`config.mk`:
```
export PLATFORM = sky130hd
export DESIGN_NAME = i2c_init_sequencer
export DESIGN_NICKNAME = d
export VERILOG_FILES = /design/src/rtl/i2c_seq_pkg.sv /design/src/rtl/i2c_seq_gap_timer.sv /design/src/rtl/i2c_init_sequencer.sv
export SDC_FILE = /design/constraint.sdc
export NUM_CORES = 1
export LEC_CHECK = 0
export ABC_AREA = 1
export BUFFER_PORTS_ARGS = -buffer_cell sky130_fd_sc_hd__buf_2
export CORE_AREA = 2 2 79 62
export CTS_CLUSTER_SIZE = 30
export DETAILED_ROUTE_END_ITERATION = 16
export DIE_AREA = 0 0 81 64
export PLACE_DENSITY = 0.9
export REMOVE_ABC_BUFFERS = 1
export SLEW_MARGIN = 20
export SYNTH_ARGS = -nofsm -noshare
export SYNTH_HDL_FRONTEND = slang
export SYNTH_SLANG_ARGS = --single-unit
```
`constraint.sdc`:
```
create_clock -name clk -period 4.3 [get_ports clk]
set_input_delay 0.43 -clock clk [delete_from_list [all_inputs] [get_ports clk]]
set_output_delay 0.43 -clock clk [all_outputs]
set_load 0.01 [all_outputs]
```
`src/rtl/i2c_seq_pkg.sv`:
```
// Shared types for the I2C init sequencer and the byte-level I2C master.
// I2C_SEQ_READBACK_EN adds the readback-verify states to the state enum.
package i2c_seq_pkg;

    localparam logic [7:0] END_MARKER = 8'hFF;

    typedef enum logic [3:0] {
        IDLE,
        FETCH,
        LATCH,
        ISSUE,
        WAIT_RESP,
        GAP,
        DONE,
        ERROR
`ifdef I2C_SEQ_READBACK_EN
        ,
        RB_ISSUE,
        RB_WAIT
`endif
    } seq_state_e;

    // Field is reg_addr because 'reg' is a reserved word.
    typedef struct packed {
        logic [6:0] dev;
        logic       rw;
        logic [7:0] reg_addr;
        logic [7:0] data;
    } i2c_cmd_t;

endpackage

```
`src/rtl/i2c_seq_gap_timer.sv`:
```
// Loadable down-counter with a zero flag; paces inter-write gaps and bus-free time.
module i2c_seq_gap_timer #(
    parameter int W = 10
) (
    input  logic         clk,
    input  logic         rst_low,
    input  logic         load_i,
    input  logic [W-1:0] load_val_i,
    input  logic         dec_i,
    output logic         zero_o
);

    logic [W-1:0] cnt_q, cnt_d;

    always_comb begin
        cnt_d = cnt_q;
        if (load_i)
            cnt_d = load_val_i;
        else if (dec_i && cnt_q != '0)
            cnt_d = cnt_q - W'(1);
    end

    always_ff @(posedge clk or negedge rst_low) begin
        if (!rst_low) cnt_q <= '0;
        else          cnt_q <= cnt_d;
    end

    assign zero_o = (cnt_q == '0);

endmodule

```
`src/rtl/i2c_init_sequencer.sv`:
```
// Walks a register-write table and issues one I2C write per entry, with NACK retry and gaps.
// Define I2C_SEQ_READBACK_EN to read back and verify every acked write.
module i2c_init_sequencer
    import i2c_seq_pkg::*;
#(
    parameter int         NUM_ENTRIES = 16,
    parameter logic [6:0] DEV_ADDR    = 7'h1A,
    parameter int         MAX_RETRY   = 3,
    parameter int         GAP_CYCLES  = 1000,
    parameter int         IDX_W       = $clog2(NUM_ENTRIES)
) (
    input  logic             clk,
    input  logic             rst_low,
    input  logic             start,
    output logic [IDX_W-1:0] tbl_idx,
    input  logic [7:0]       tbl_reg,
    input  logic [7:0]       tbl_data,
    output logic             cmd_valid,
    input  logic             cmd_ready,
    output logic [6:0]       cmd_dev,
    output logic             cmd_rw,
    output logic [7:0]       cmd_reg,
    output logic [7:0]       cmd_data,
    input  logic             resp_valid,
    input  logic             resp_nack,
    input  logic [7:0]       resp_data,
    output logic             busy,
    output logic             done,
    output logic             error,
    output logic [IDX_W-1:0] err_idx
);

    localparam int RTY_W = (MAX_RETRY > 0) ? $clog2(MAX_RETRY + 1) : 1;
    localparam int GAP_W = $clog2(GAP_CYCLES + 1);
    localparam logic [IDX_W-1:0] LAST_IDX = IDX_W'(NUM_ENTRIES - 1);
    localparam logic [RTY_W-1:0] RTY_MAX  = RTY_W'(MAX_RETRY);
    localparam logic [GAP_W-1:0] GAP_LOAD = GAP_W'(GAP_CYCLES - 1);

    seq_state_e       state_q, state_d;
    logic [IDX_W-1:0] idx_q, idx_d, err_idx_q, err_idx_d;
    logic [RTY_W-1:0] retry_q, retry_d;
    logic [7:0]       reg_q, reg_d, data_q, data_d;
    logic             done_q, done_d, error_q, error_d;
    logic             gap_load, gap_dec, gap_zero, pass, fail, issuing;
    i2c_cmd_t         cmd;

    i2c_seq_gap_timer #(.W(GAP_W)) u_gap (
        .clk        (clk),
        .rst_low    (rst_low),
        .load_i     (gap_load),
        .load_val_i (GAP_LOAD),
        .dec_i      (gap_dec),
        .zero_o     (gap_zero)
    );

    always_comb begin
        state_d   = state_q;
        idx_d     = idx_q;
        retry_d   = retry_q;
        reg_d     = reg_q;
        data_d    = data_q;
        done_d    = done_q;
        error_d   = error_q;
        err_idx_d = err_idx_q;
        gap_load  = 1'b0;
        gap_dec   = 1'b0;
        pass      = 1'b0;
        fail      = 1'b0;
        case (state_q)
            IDLE, DONE, ERROR: if (start) begin
                state_d   = FETCH;
                idx_d     = '0;
                retry_d   = '0;
                done_d    = 1'b0;
                error_d   = 1'b0;
                err_idx_d = '0;
            end
            FETCH: state_d = LATCH;
            LATCH: begin
                reg_d  = tbl_reg;
                data_d = tbl_data;
                if (tbl_reg == END_MARKER) begin
                    state_d = DONE;
                    done_d  = 1'b1;
                end else begin
                    state_d = ISSUE;
                end
            end
            ISSUE: if (cmd_ready) state_d = WAIT_RESP;
            WAIT_RESP: if (resp_valid) begin
                if (resp_nack) fail = 1'b1;
`ifdef I2C_SEQ_READBACK_EN
                else           state_d = RB_ISSUE;
`else
                else           pass = 1'b1;
`endif
            end
`ifdef I2C_SEQ_READBACK_EN
            RB_ISSUE: if (cmd_ready) state_d = RB_WAIT;
            RB_WAIT: if (resp_valid) begin
                if (resp_nack || resp_data != data_q) fail = 1'b1;
                else                                  pass = 1'b1;
            end
`endif
            GAP: begin
                if (!gap_zero) begin
                    gap_dec = 1'b1;
                end else if (idx_q == LAST_IDX) begin
                    state_d = DONE;
                    done_d  = 1'b1;
                end else begin
                    idx_d   = idx_q + IDX_W'(1);
                    state_d = FETCH;
                end
            end
            default: state_d = IDLE;
        endcase

        if (pass) begin
            state_d  = GAP;
            gap_load = 1'b1;
            retry_d  = '0;
        end
        // A failed attempt replays the latched entry from the write; no refetch.
        if (fail) begin
            if (retry_q == RTY_MAX) begin
                state_d   = ERROR;
                error_d   = 1'b1;
                err_idx_d = idx_q;
            end else begin
                retry_d = retry_q + RTY_W'(1);
                state_d = ISSUE;
            end
        end
    end

    always_ff @(posedge clk or negedge rst_low) begin
        if (!rst_low) begin
            state_q   <= IDLE;
            idx_q     <= '0;
            retry_q   <= '0;
            reg_q     <= '0;
            data_q    <= '0;
            done_q    <= 1'b0;
            error_q   <= 1'b0;
            err_idx_q <= '0;
        end else begin
            state_q   <= state_d;
            idx_q     <= idx_d;
            retry_q   <= retry_d;
            reg_q     <= reg_d;
            data_q    <= data_d;
            done_q    <= done_d;
            error_q   <= error_d;
            err_idx_q <= err_idx_d;
        end
    end

`ifdef I2C_SEQ_READBACK_EN
    assign issuing = (state_q == ISSUE) || (state_q == RB_ISSUE);
`else
    assign issuing = (state_q == ISSUE);
    logic unused_resp_data;
    assign unused_resp_data = ^resp_data;
`endif

    // Payload is zero outside issue states so every output reads 0 out of reset.
    always_comb begin
        cmd = '0;
        if (issuing) begin
            cmd.dev      = DEV_ADDR;
            cmd.reg_addr = reg_q;
            cmd.data     = data_q;
`ifdef I2C_SEQ_READBACK_EN
            cmd.rw       = (state_q == RB_ISSUE);
`endif
        end
    end

    assign cmd_valid = issuing;
    assign cmd_dev   = cmd.dev;
    assign cmd_rw    = cmd.rw;
    assign cmd_reg   = cmd.reg_addr;
    assign cmd_data  = cmd.data;
    assign tbl_idx   = idx_q;
    assign busy      = !(state_q == IDLE || state_q == DONE || state_q == ERROR);
    assign done      = done_q;
    assign error     = error_q;
    assign err_idx   = err_idx_q;

endmodule

```
==> summary.txt, run 1 <==
Global routing
  – Busiest metal layer after global routing: met2
  – Met3 Use GR: 5.23%
  – Largest net degree at the start of global routing: 42
  – Initial antenna violation count: 0
  – Met1 Usage GRT: 26.8%
  – Congestion Overflow GR: 0
  – Vias in the first global route: 1,811
  – Grt met2 use: 30.6%
  – All-Layer GR Usage: 19.6%
  – First-pass GRT wire length: 7900 microns

Clock network
  – Resize count post-CTS: 0
  – Clk_lat worst skew: 290 ps
  – Root Buffer: clkbuf_8
  – CTS Buf Count: 5
  – Hold_buf cts: 0
  – H-tree depth: 2
  – Post-CTS Setup Repair Bufs: 0
  – Clk sinks: 41
  – Clock Path Buffers: 2
  – TritonCTS clock tree: built
  – Clk slew on worst S/H paths: 80 ps

STA
  – FMAX: 0.505 GHz
  – Final hold violation count: 0
  – Slew Viols, Final: 0
  – Worst Skew: 8.26 ps
  – RSZ-0062 raised after global routing: no
  – Worst slew pin tran: 871 ps
  – Final TNS setup: 0 ps
  – Min setup slack post-route: 2320 ps
  – Fin crit share: 46.1%
  – Min cycle time layout: 1980 ps
  – # setup viols final: 0
  – Max-slew headroom: 41.9%

Setup path
  – Critical path's top delay family: flip-flops
  – Cell mode on critical path: inv_2
  – Worst path required time: 3870 ps
  – Worst stage delay on the critical path: 480 ps
  – Crit Path Class: register to primary output
  – Critical-path maximum fanout: 16
  – Crit path capture type: primary output
  – Worst path bufs/invs: 3
  – Arr. time, crit path: 1550 ps
  – Worst Setup Start Kind: register
  – CP Launch Point: state_q[2]$_DFFE_PN0P_
  – Reg2reg start: state_q[2]$_DFFE_PN0P_
  – CP max-delay cell: dfrtp_1
  – Worst-path cell chain: inv_2 > nand2_2 > nor2_4 > inv_2 > nor2_1 > buf_2

Layout
  – Nets@finish: 390
  – Fraction of layout cells with a size suffix above 1: 26.3%
  – Register area: 1030 sq um
  – Finished Layout Cells: 415
  – Fill count: 393
  – Final instance area: 2720 sq um
  – Area occupied by multi-input gates: 1090 sq um
  – Area grow syn2layout: 14.6%
  – Ant. Diodes: 0
  – Final core area utilization: 62.4%

Routing
  – Final wirelength: 4520 microns
  – Wire length per cell: 10.9 microns
  – Pre-antenna DRT Iters: 4
  – Via Count: 2,029
  – Drc violations: 0
  – Initial DRC Count: 101
  – DR vias/cell: 4.89
  – Routed Antenna Nets: 0

Placed design
  – Pre-CTS setup slack: 2480 ps
  – Routability cong.: 0.847
  – Dpl cell area: 2610 sq um
  – Buffers on Ports: 52
  – Post-Place Cells: 407
  – Hpwl dp: 3450 microns

Die
  – Die H: 64 microns
  – Cell Rows: 21
  – Die area: 5180 sq um
  – Ports: 66
  – Starting Density: 54.5%
  – Core area: 4360 sq um
  – Die W: 81 microns

Synth
  – Synthesized flop and latch total: 41
  – Mapped Area: 2380 sq um
  – Yosys warns: 0
  – Avg Inst Size Synth: 7.72 sq um
  – Gate Count Post-Synth: 308
  – Seq/Total Area, Yosys: 43.2%
  – Unique masters post-synth: 29

Pwr
  – Max IR drop VDD: 0.273 mV
  – Internal power: 0.971 mW
  – Clock network fraction of total power: 17.9%
  – Seq pwr share: 36.7%
  – Net Switching: 0.719 mW
  – Net Sw Frac: 42.6%
  – Static Leak: 1.48 nW
  – Pwr/cell area: 621 nW/um^2
  – Comb pwr share: 45.4%

Run status
  – Status: finished, final reports clean

Run
  – Max Cap Viol: 0

Hold path
  – Worst min-delay path category: input port to asynchronous set/reset pin
-- registers in the layout, indices dropped and copies added (netlist names) --
name and count:
reg_q 8, error 1, state_q 3, retry_q 2, tbl_idx 4, data_q 8, u_gap.cnt_q 10, err_idx 4
done 1
-- placed cells by master (no fill, tap or decap), types with 3 or more instances in the layout --
cell,instances
dfrtp_1,41
nand2_4,3
o21ai_1,7
o21ai_2,7
conb_1,5
inv_1,36
nand4_1,6
buf_2,52
ha_1,3
nand2_2,7
xor2_1,3
nor2_1,35
o21ai_0,22
clkbuf_8,5
nand3_1,21
nand2_1,80
inv_2,6
nor2_2,3
-- power by group through the flow --
stage                     clock [mW]  sequential (mW)  combinational (mW)
after global routing           0.328            0.639               0.886
final                          0.303            0.621               0.767
after floorplan                    0            0.605               0.586
after CTS                      0.310            0.620               0.774
after detailed placement           0            0.623               0.775
after global placement             0            0.618               0.747
-- worst paths after layout --
path / depth (start not counted) / slack (ps) / end
min in group clk: 3 / 340 / data_q[1]$_DFFE_PN0N_
max in group asynchronous: 1 / 3510 / u_gap.cnt_q[4]$_DFFE_PN0P_
max reg2reg: 8 / 2450 / done$_DFFE_PN0P_
min: 1 / 250 / tbl_idx[2]$_DFFE_PN0P_
min reg2reg: 2 / 490 / done$_DFFE_PN0P_
max: 6 / 2320 / cmd_reg[0]
-- metal layers --
layer | vias to the layer above | wire, microns
met5 | - | 0
met1 | 891 | 2180
met2 | 73 | 1940
li1 | 1058 | -
met4 | 0 | 52
met3 | 7 | 359
-- cells by family (layout without fill, tap and decap cells) --
logic type | after synthesis | after routing | synth area share, %
flops | 41 | 41 | 43.2
compound gates | 40 | 40 | 9.74
buf+inv | 57 | 103 | 11.7
other cells | 1 | 5 | 0.158
simple gates | 163 | 163 | 32.6
fa+ha+maj | 3 | 3 | 1.58
xor+xnor | 3 | 3 | 1.11
-- synth_stat cells (all sizes together) --
cell | count | share of area, %
inv | 42 | 6.6
nand3 | 25 | 6.7
ha | 3 | 1.6
nor2 | 40 | 7.3
dfrtp | 41 | 43
conb | 1 | 0.16
clkinv | 1 | 0.37
nand2 | 91 | 17
o21ai | 36 | 8.7
xor2 | 3 | 1.1
clkbuf | 1 | 0.21
o211ai | 2 | 0.63
buf | 13 | 4.5
nand4 | 6 | 1.6
or2 | 1 | 0.26
a21oi | 2 | 0.42
-- cell type report --
cell class                 count  share of cell area, %
sequential                    41                   37.7
multi-input combinational    214                   40.0
timing repair buffer          52                   9.55
clock inverter                 2                   1.42
inverter                      43                   6.11
clock buffer                   6                   2.66
tap                           57                   2.62
-- through the flow --
step / hold slack (ps) / total power [mW]
floorplan: 134 / 1.19
global placement: 452 / 1.36
detailed placement: 480 / 1.40
CTS: 284 / 1.70
global route: 331 / 1.85
finish: 252 / 1.69
(Power assumes the default switching activity.)
==> run 2, diff against run 1 <==
Settings changed: CORE_AREA 2 2 79 62 to 2 2 82 64, DIE_AREA 0 0 81 64 to 0 0 84 66, PLACE_DENSITY 0.9 to 0.85.
Clock period 4.3 ns to 1.94 ns, I/O delays scaled along.
==> run 2 against run 1 <==
Compared with the run above:
- hold slack lost 140 ps
- sequential share of layout area shrank 0.70 points
- critical path depth is the same
- final area grew 1.9%
- sequential cell count is the same
- clock skew shrank 2.8 ps
- first-iteration DRC count grew 24%
- clock power grew to 2.7 times the previous value
- global-route usage shrank 1.3 points
- critical endpoint is now cmd_data[3]
- largest cell class unchanged
- largest power group unchanged
==> summary.txt, run 2 (same netlist as run 1, synthesis figures left out) <==
Run status
  – Status: finished, final reports clean

STA
  – Min cycle time layout: 1730 ps
  – Worst Skew: 5.43 ps
  – RSZ-0062 raised after global routing: no
  – FMAX: 0.577 GHz
  – Worst slew pin tran: 521 ps
  – Final TNS setup: 0 ps
  – Max-slew headroom: 65.3%
  – Slew Viols, Final: 0
  – Fin crit share: 89.3%
  – # setup viols final: 0
  – Final hold violation count: 0

Setup path
  – Critical path's top delay family: flip-flops
  – Reg-to-Reg End: u_gap.cnt_q[0]$_DFFE_PN0P_
  – Cell mode on critical path: inv_2
  – Worst path bufs/invs: 3
  – Crit Path Class: register to primary output
  – Crit path capture type: primary output
  – Critical-path maximum fanout: 16
  – Worst stage delay on the critical path: 470 ps
  – Reg2reg start: u_gap.cnt_q[0]$_DFFE_PN0P_
  – Arr. time, crit path: 1540 ps
  – CP max-delay cell: dfrtp_1
  – Worst Setup Start Kind: register
  – Worst-path cell chain: inv_2 > nand2_2 > nor2_4 > inv_2 > nor2_1 > buf_2
  – Reg2Reg Setup Slack: 210 ps
  – Worst path required time: 1750 ps
  – R2R depth: 9
  – CP Launch Point: state_q[2]$_DFFE_PN0P_
  – Last element of the critical path: cmd_data[3]
  – Worst path depth: 6

Clock network
  – Root Buffer: clkbuf_8
  – Clk slew on worst S/H paths: 80 ps
  – TritonCTS clock tree: built
  – CTS Buf Count: 5
  – Post-CTS Setup Repair Bufs: 0
  – Clock Path Buffers: 2
  – Hold_buf cts: 1
  – H-tree depth: 2
  – Clk sinks: 41
  – Resize count post-CTS: 0
  – Clk_lat worst skew: 290 ps

Routing
  – Via Count: 2,107
  – Drc violations: 0
  – Final wirelength: 4840 microns
  – DR vias/cell: 5.00
  – Routed Antenna Nets: 0
  – Initial DRC Count: 125
  – M1 wire length: 2260 microns
  – Wire length per cell: 11.5 microns
  – Pre-antenna DRT Iters: 4
  – Max Used Layer: met4
  – Wire length on met3: 227 microns
  – Met2 WL: 2310 microns

Layout
  – Largest register FFs: 10
  – Register area: 1030 sq um
  – Commonest non-fill, non-tap cell in the layout: nand2_1
  – Ant. Diodes: 0
  – Area occupied by multi-input gates: 1090 sq um
  – Final instance area: 2780 sq um
  – Area grow syn2layout: 16.7%
  – Most flops, register: u_gap.cnt_q
  – Nets@finish: 393
  – Most frequent cells in the layout: 80 x nand2_1, 52 x buf_2, 41 x dfrtp_1
  – Leading registers by flop count: u_gap.cnt_q x10, data_q x8, reg_q x8
  – Fraction of layout cells with a size suffix above 1: 26.9%
  – Final core area utilization: 58.3%
  – Fill count: 445

Global routing
  – First-pass GRT wire length: 8300 microns
  – Congestion Overflow GR: 0
  – Vias in the first global route: 1,908
  – Largest net degree at the start of global routing: 42
  – Initial antenna violation count: 0
  – All-Layer GR Usage: 18.3%

Die
  – Ports: 66
  – Die area: 5540 sq um
  – Cell Rows: 22
  – Die W: 84 microns
  – Core area: 4760 sq um
  – Die H: 66 microns
  – Starting Density: 49.9%

Placed design
  – Dpl cell area: 2630 sq um
  – Routability cong.: 0.899
  – Hpwl dp: 3480 microns
  – Buffers on Ports: 52

Pwr
  – Max IR drop VDD: 1.07 mV
  – Internal power: 2.29 mW
  – Seq pwr share: 35.1%
  – Net Switching: 1.63 mW
  – Clock network fraction of total power: 20.7%
  – Comb pwr share: 44.2%
  – Net Sw Frac: 41.6%
  – Pwr/cell area: 1410 nW/um^2
  – Static Leak: 1.51 nW

Run
  – Max Cap Viol: 0

Hold path
  – Worst min-delay path category: input port to register
-- run 2: cell types whose count changed in the layout (fill, tap and decap cells not counted), sizes merged --
cell         change
buf              +2
dlygate4sd3      +1
clkbuf           -1
bufinv           +1
-- run 2: power groups by stage --
stage / registers [mW] / logic [mW] / clock network (mW)
after global routing: 1.42 / 1.97 / 0.862
after detailed placement: 1.39 / 1.72 / 0
final: 1.37 / 1.73 / 0.810
after floorplan: 1.34 / 1.30 / 0
after CTS: 1.37 / 1.74 / 0.830
after global placement: 1.37 / 1.67 / 0
-- run 2: cell type report --
cell class              instances  share of cell area, %
multi-input cells             214                   39.2
well taps                      60                   2.71
repair buffers                 55                   10.3
clock inverters                 3                   2.34
clock buffers                   5                   2.48
inverters                      43                   6.00
flip-flops and latches         41                   37.0
-- run 2: per-layer routing --
layer	global-route usage, %	vias to the layer above
met5	0	-
met4	3.63	0
met3	4.37	6
met2	32.4	54
met1	23.1	987
li1	-	1060
-- run 2: worst min path at each step --
stage / from / endpoint / depth (start not counted)
floorplan: rst_low / data_q[0]$_DFFE_PN0N_ / 0
global placement: rst_low / state_q[2]$_DFFE_PN0P_ / 2
detailed placement: rst_low / state_q[1]$_DFFE_PN0P_ / 2
CTS: tbl_data[3] / data_q[3]$_DFFE_PN0N_ / 3
global route: tbl_data[3] / data_q[3]$_DFFE_PN0N_ / 3
finish: tbl_data[3] / data_q[3]$_DFFE_PN0N_ / 3
-- run 2: worst reg2reg max path: stages (launching register included) --
cell and delay [ps]:
dfrtp_1 380, inv_1 160, ha_1 260, nand2_1 100, nor2_1 130, nand2_2 110, nand2_8 120, nand2_4 150
o21ai_0 140, o21ai_2 70
-- run 2: through the flow --
step | std cells | power [mW] | hold WS, ps | setup WS (ps)
after floorplan | 298 | 2.64 | -102 | 424
after global placement | 412 | 3.04 | 289 | 291
after detailed placement | 412 | 3.11 | 296 | 254
after CTS | 421 | 3.94 | 102 | 211
after global routing | 421 | 4.25 | 121 | 66.7
final | 421 | 3.92 | 107 | 207
==> run 3, diff against run 2 <==
Settings changed: CORE_AREA 2 2 82 64 to 2 2 71 73, DIE_AREA 0 0 84 66 to 0 0 73 75, PLACE_DENSITY 0.85 to 0.86.
==> run 3 against run 2 <==
Compared with the run above:
- hold slack better by 4.4 ps
- register-to-register slack worse by 20 ps
- clock skew is 1.9 ps higher
- final area is 1.7% lower
- sequential share of layout area is 0.63 points higher
- critical endpoint is now u_gap.cnt_q[0]$_DFFE_PN0P_
- global-route usage is 0.42 points lower
- sequential power hardly changed
- non-clock buffer count stayed put
- combinational power hardly changed
- first-iteration DRC count is 34% higher
- final cell count is 1.4% lower
- largest cell class unchanged
==> summary.txt, run 3 (same netlist as run 1, synthesis figures left out) <==
Routing
  – Via Count: 2,055
  – Wire length per cell: 11.1 microns
  – DR vias/cell: 4.95
  – Initial DRC Count: 168
  – Routed Antenna Nets: 0
  – Pre-antenna DRT Iters: 4
  – Drc violations: 0
  – Final wirelength: 4630 microns

Layout
  – Area grow syn2layout: 14.8%
  – Leading registers by flop count: u_gap.cnt_q x10, data_q x8, reg_q x8
  – Fraction of layout cells with a size suffix above 1: 26.6%
  – Commonest non-fill, non-tap cell in the layout: nand2_1
  – Nets@finish: 393
  – Ant. Diodes: 0
  – Most frequent cells in the layout: 80 x nand2_1, 52 x buf_2, 41 x dfrtp_1
  – Largest register FFs: 10
  – Most flops, register: u_gap.cnt_q
  – Final core area utilization: 58.6%

Global routing
  – Met1 Usage GRT: 22.0%
  – All-Layer GR Usage: 17.9%
  – First-pass GRT wire length: 7650 microns
  – Initial antenna violation count: 0
  – Grt met2 use: 31.5%
  – Vias in the first global route: 1,798
  – Busiest metal layer after global routing: met2
  – Congestion Overflow GR: 0
  – Largest net degree at the start of global routing: 33
  – Met3 Use GR: 3.21%

Setup path
  – Worst stage delay on the critical path: 380 ps
  – Critical path's top delay family: simple AND/OR/NAND/NOR gates
  – Crit Path Class: register to register
  – Worst-path cell chain: inv_1 > ha_1 > nand2_1 > nor2_1 > nand2_2 > nand2_8 > nand2_4 > o21ai_0 > o21ai_2
  – Crit path capture type: register
  – Worst path bufs/invs: 1
  – Critical-path maximum fanout: 15
  – Arr. time, crit path: 1930 ps
  – CP max-delay cell: dfrtp_1
  – Worst Setup Start Kind: register
  – Worst path required time: 2120 ps

Pwr
  – Static Leak: 1.49 nW
  – Max IR drop VDD: 0.613 mV
  – Pwr/cell area: 1330 nW/um^2

STA
  – Min setup slack post-route: 190 ps
  – Final hold violation count: 0
  – Min Hold Slack: 112 ps
  – Slew Viols, Final: 0
  – RSZ-0062 raised after global routing: no
  – Fin crit share: 90.2%
  – FMAX: 0.571 GHz
  – # setup viols final: 0
  – Final TNS setup: 0 ps
  – Worst Skew: 7.33 ps
  – Min cycle time layout: 1750 ps

Clock network
  – TritonCTS clock tree: built
  – Clk_lat worst skew: 290 ps
  – Root Buffer: clkbuf_8
  – Clk slew on worst S/H paths: 80 ps
  – Clk sinks: 41
  – CTS Buf Count: 5
  – Resize count post-CTS: 0
  – Clock Path Buffers: 2
  – H-tree depth: 2

Die
  – Die area: 5480 sq um
  – Starting Density: 51.0%
  – Die W: 73 microns
  – Cell Rows: 25
  – Die H: 75 microns
  – Core area: 4660 sq um
  – Ports: 66

Placed design
  – Hpwl dp: 3530 microns
  – Routability cong.: 0.875
  – Buffers on Ports: 52
  – Pre-CTS setup slack: 208 ps

Run status
  – Status: finished, final reports clean

Hold path
  – Worst min-delay path category: input port to register

Run
  – Max Cap Viol: 0
run 3: tightest hold or removal path, stage by stage:
cell,delay [ps]
buf_2,70
nand2_1,40
o21ai_0,50
run 3: what timing repair did:
item                                   CTS  global route
hold buffers                             1             0
endpoints found under the hold margin   20             0
setup buffers                            0             0
run 3: per-stage QoR:
step | total power [mW] | area (sq um) | instances
after floorplan | 2.64 | 2280 | 298
after global placement | 3.04 | 2640 | 406
after detailed placement | 3.11 | 2640 | 406
after CTS | 3.65 | 2730 | 415
after global routing | 3.94 | 2730 | 415
final | 3.63 | 2730 | 415
run 3: metal layers:
layer | share of wire (%) | vias up | wire length (microns)
met3 | 4.6 | 4 | 212
met4 | 0.76 | 0 | 35
li1 | - | 1051 | -
met1 | 47 | 941 | 2150
met2 | 48 | 59 | 2230
met5 | 0 | - | 0
run 3: where the power goes:
group | internal, mW | switching [mW] | total (mW)
Combinational | 0.612 | 1.11 | 1.72
Clock | 0.250 | 0.287 | 0.537
Sequential | 1.17 | 0.206 | 1.38
Total | 2.03 | 1.60 | 3.63
run 3: final timing paths:
path / from / end / slack [ps] / cells past startpoint
max in group asynchronous: rst_low / reg_q[0]$_DFFE_PN0N_ / 1060 / 3
setup / recovery: u_gap.cnt_q[0]$_DFFE_PN0P_ / u_gap.cnt_q[0]$_DFFE_PN0P_ / 190 / 9
setup reg to reg: u_gap.cnt_q[0]$_DFFE_PN0P_ / u_gap.cnt_q[0]$_DFFE_PN0P_ / 190 / 9
min in group asynchronous: rst_low / u_gap.cnt_q[5]$_DFFE_PN0P_ / 400 / 2
hold reg to reg: error$_DFF_PN0_ / error$_DFF_PN0_ / 480 / 2
hold / removal: tbl_data[7] / data_q[7]$_DFFE_PN0N_ / 110 / 3
run 3: cell type report:
type,count,area (sq um)
Clock inverter,2,10.0
Inverter,43,166
Fill cell,412,1930
Timing Repair Buffer,55,298
Clock buffer,6,72.6
Multi-Input combinational cell,214,1090
Sequential cell,41,1030
Tap cell,54,67.6
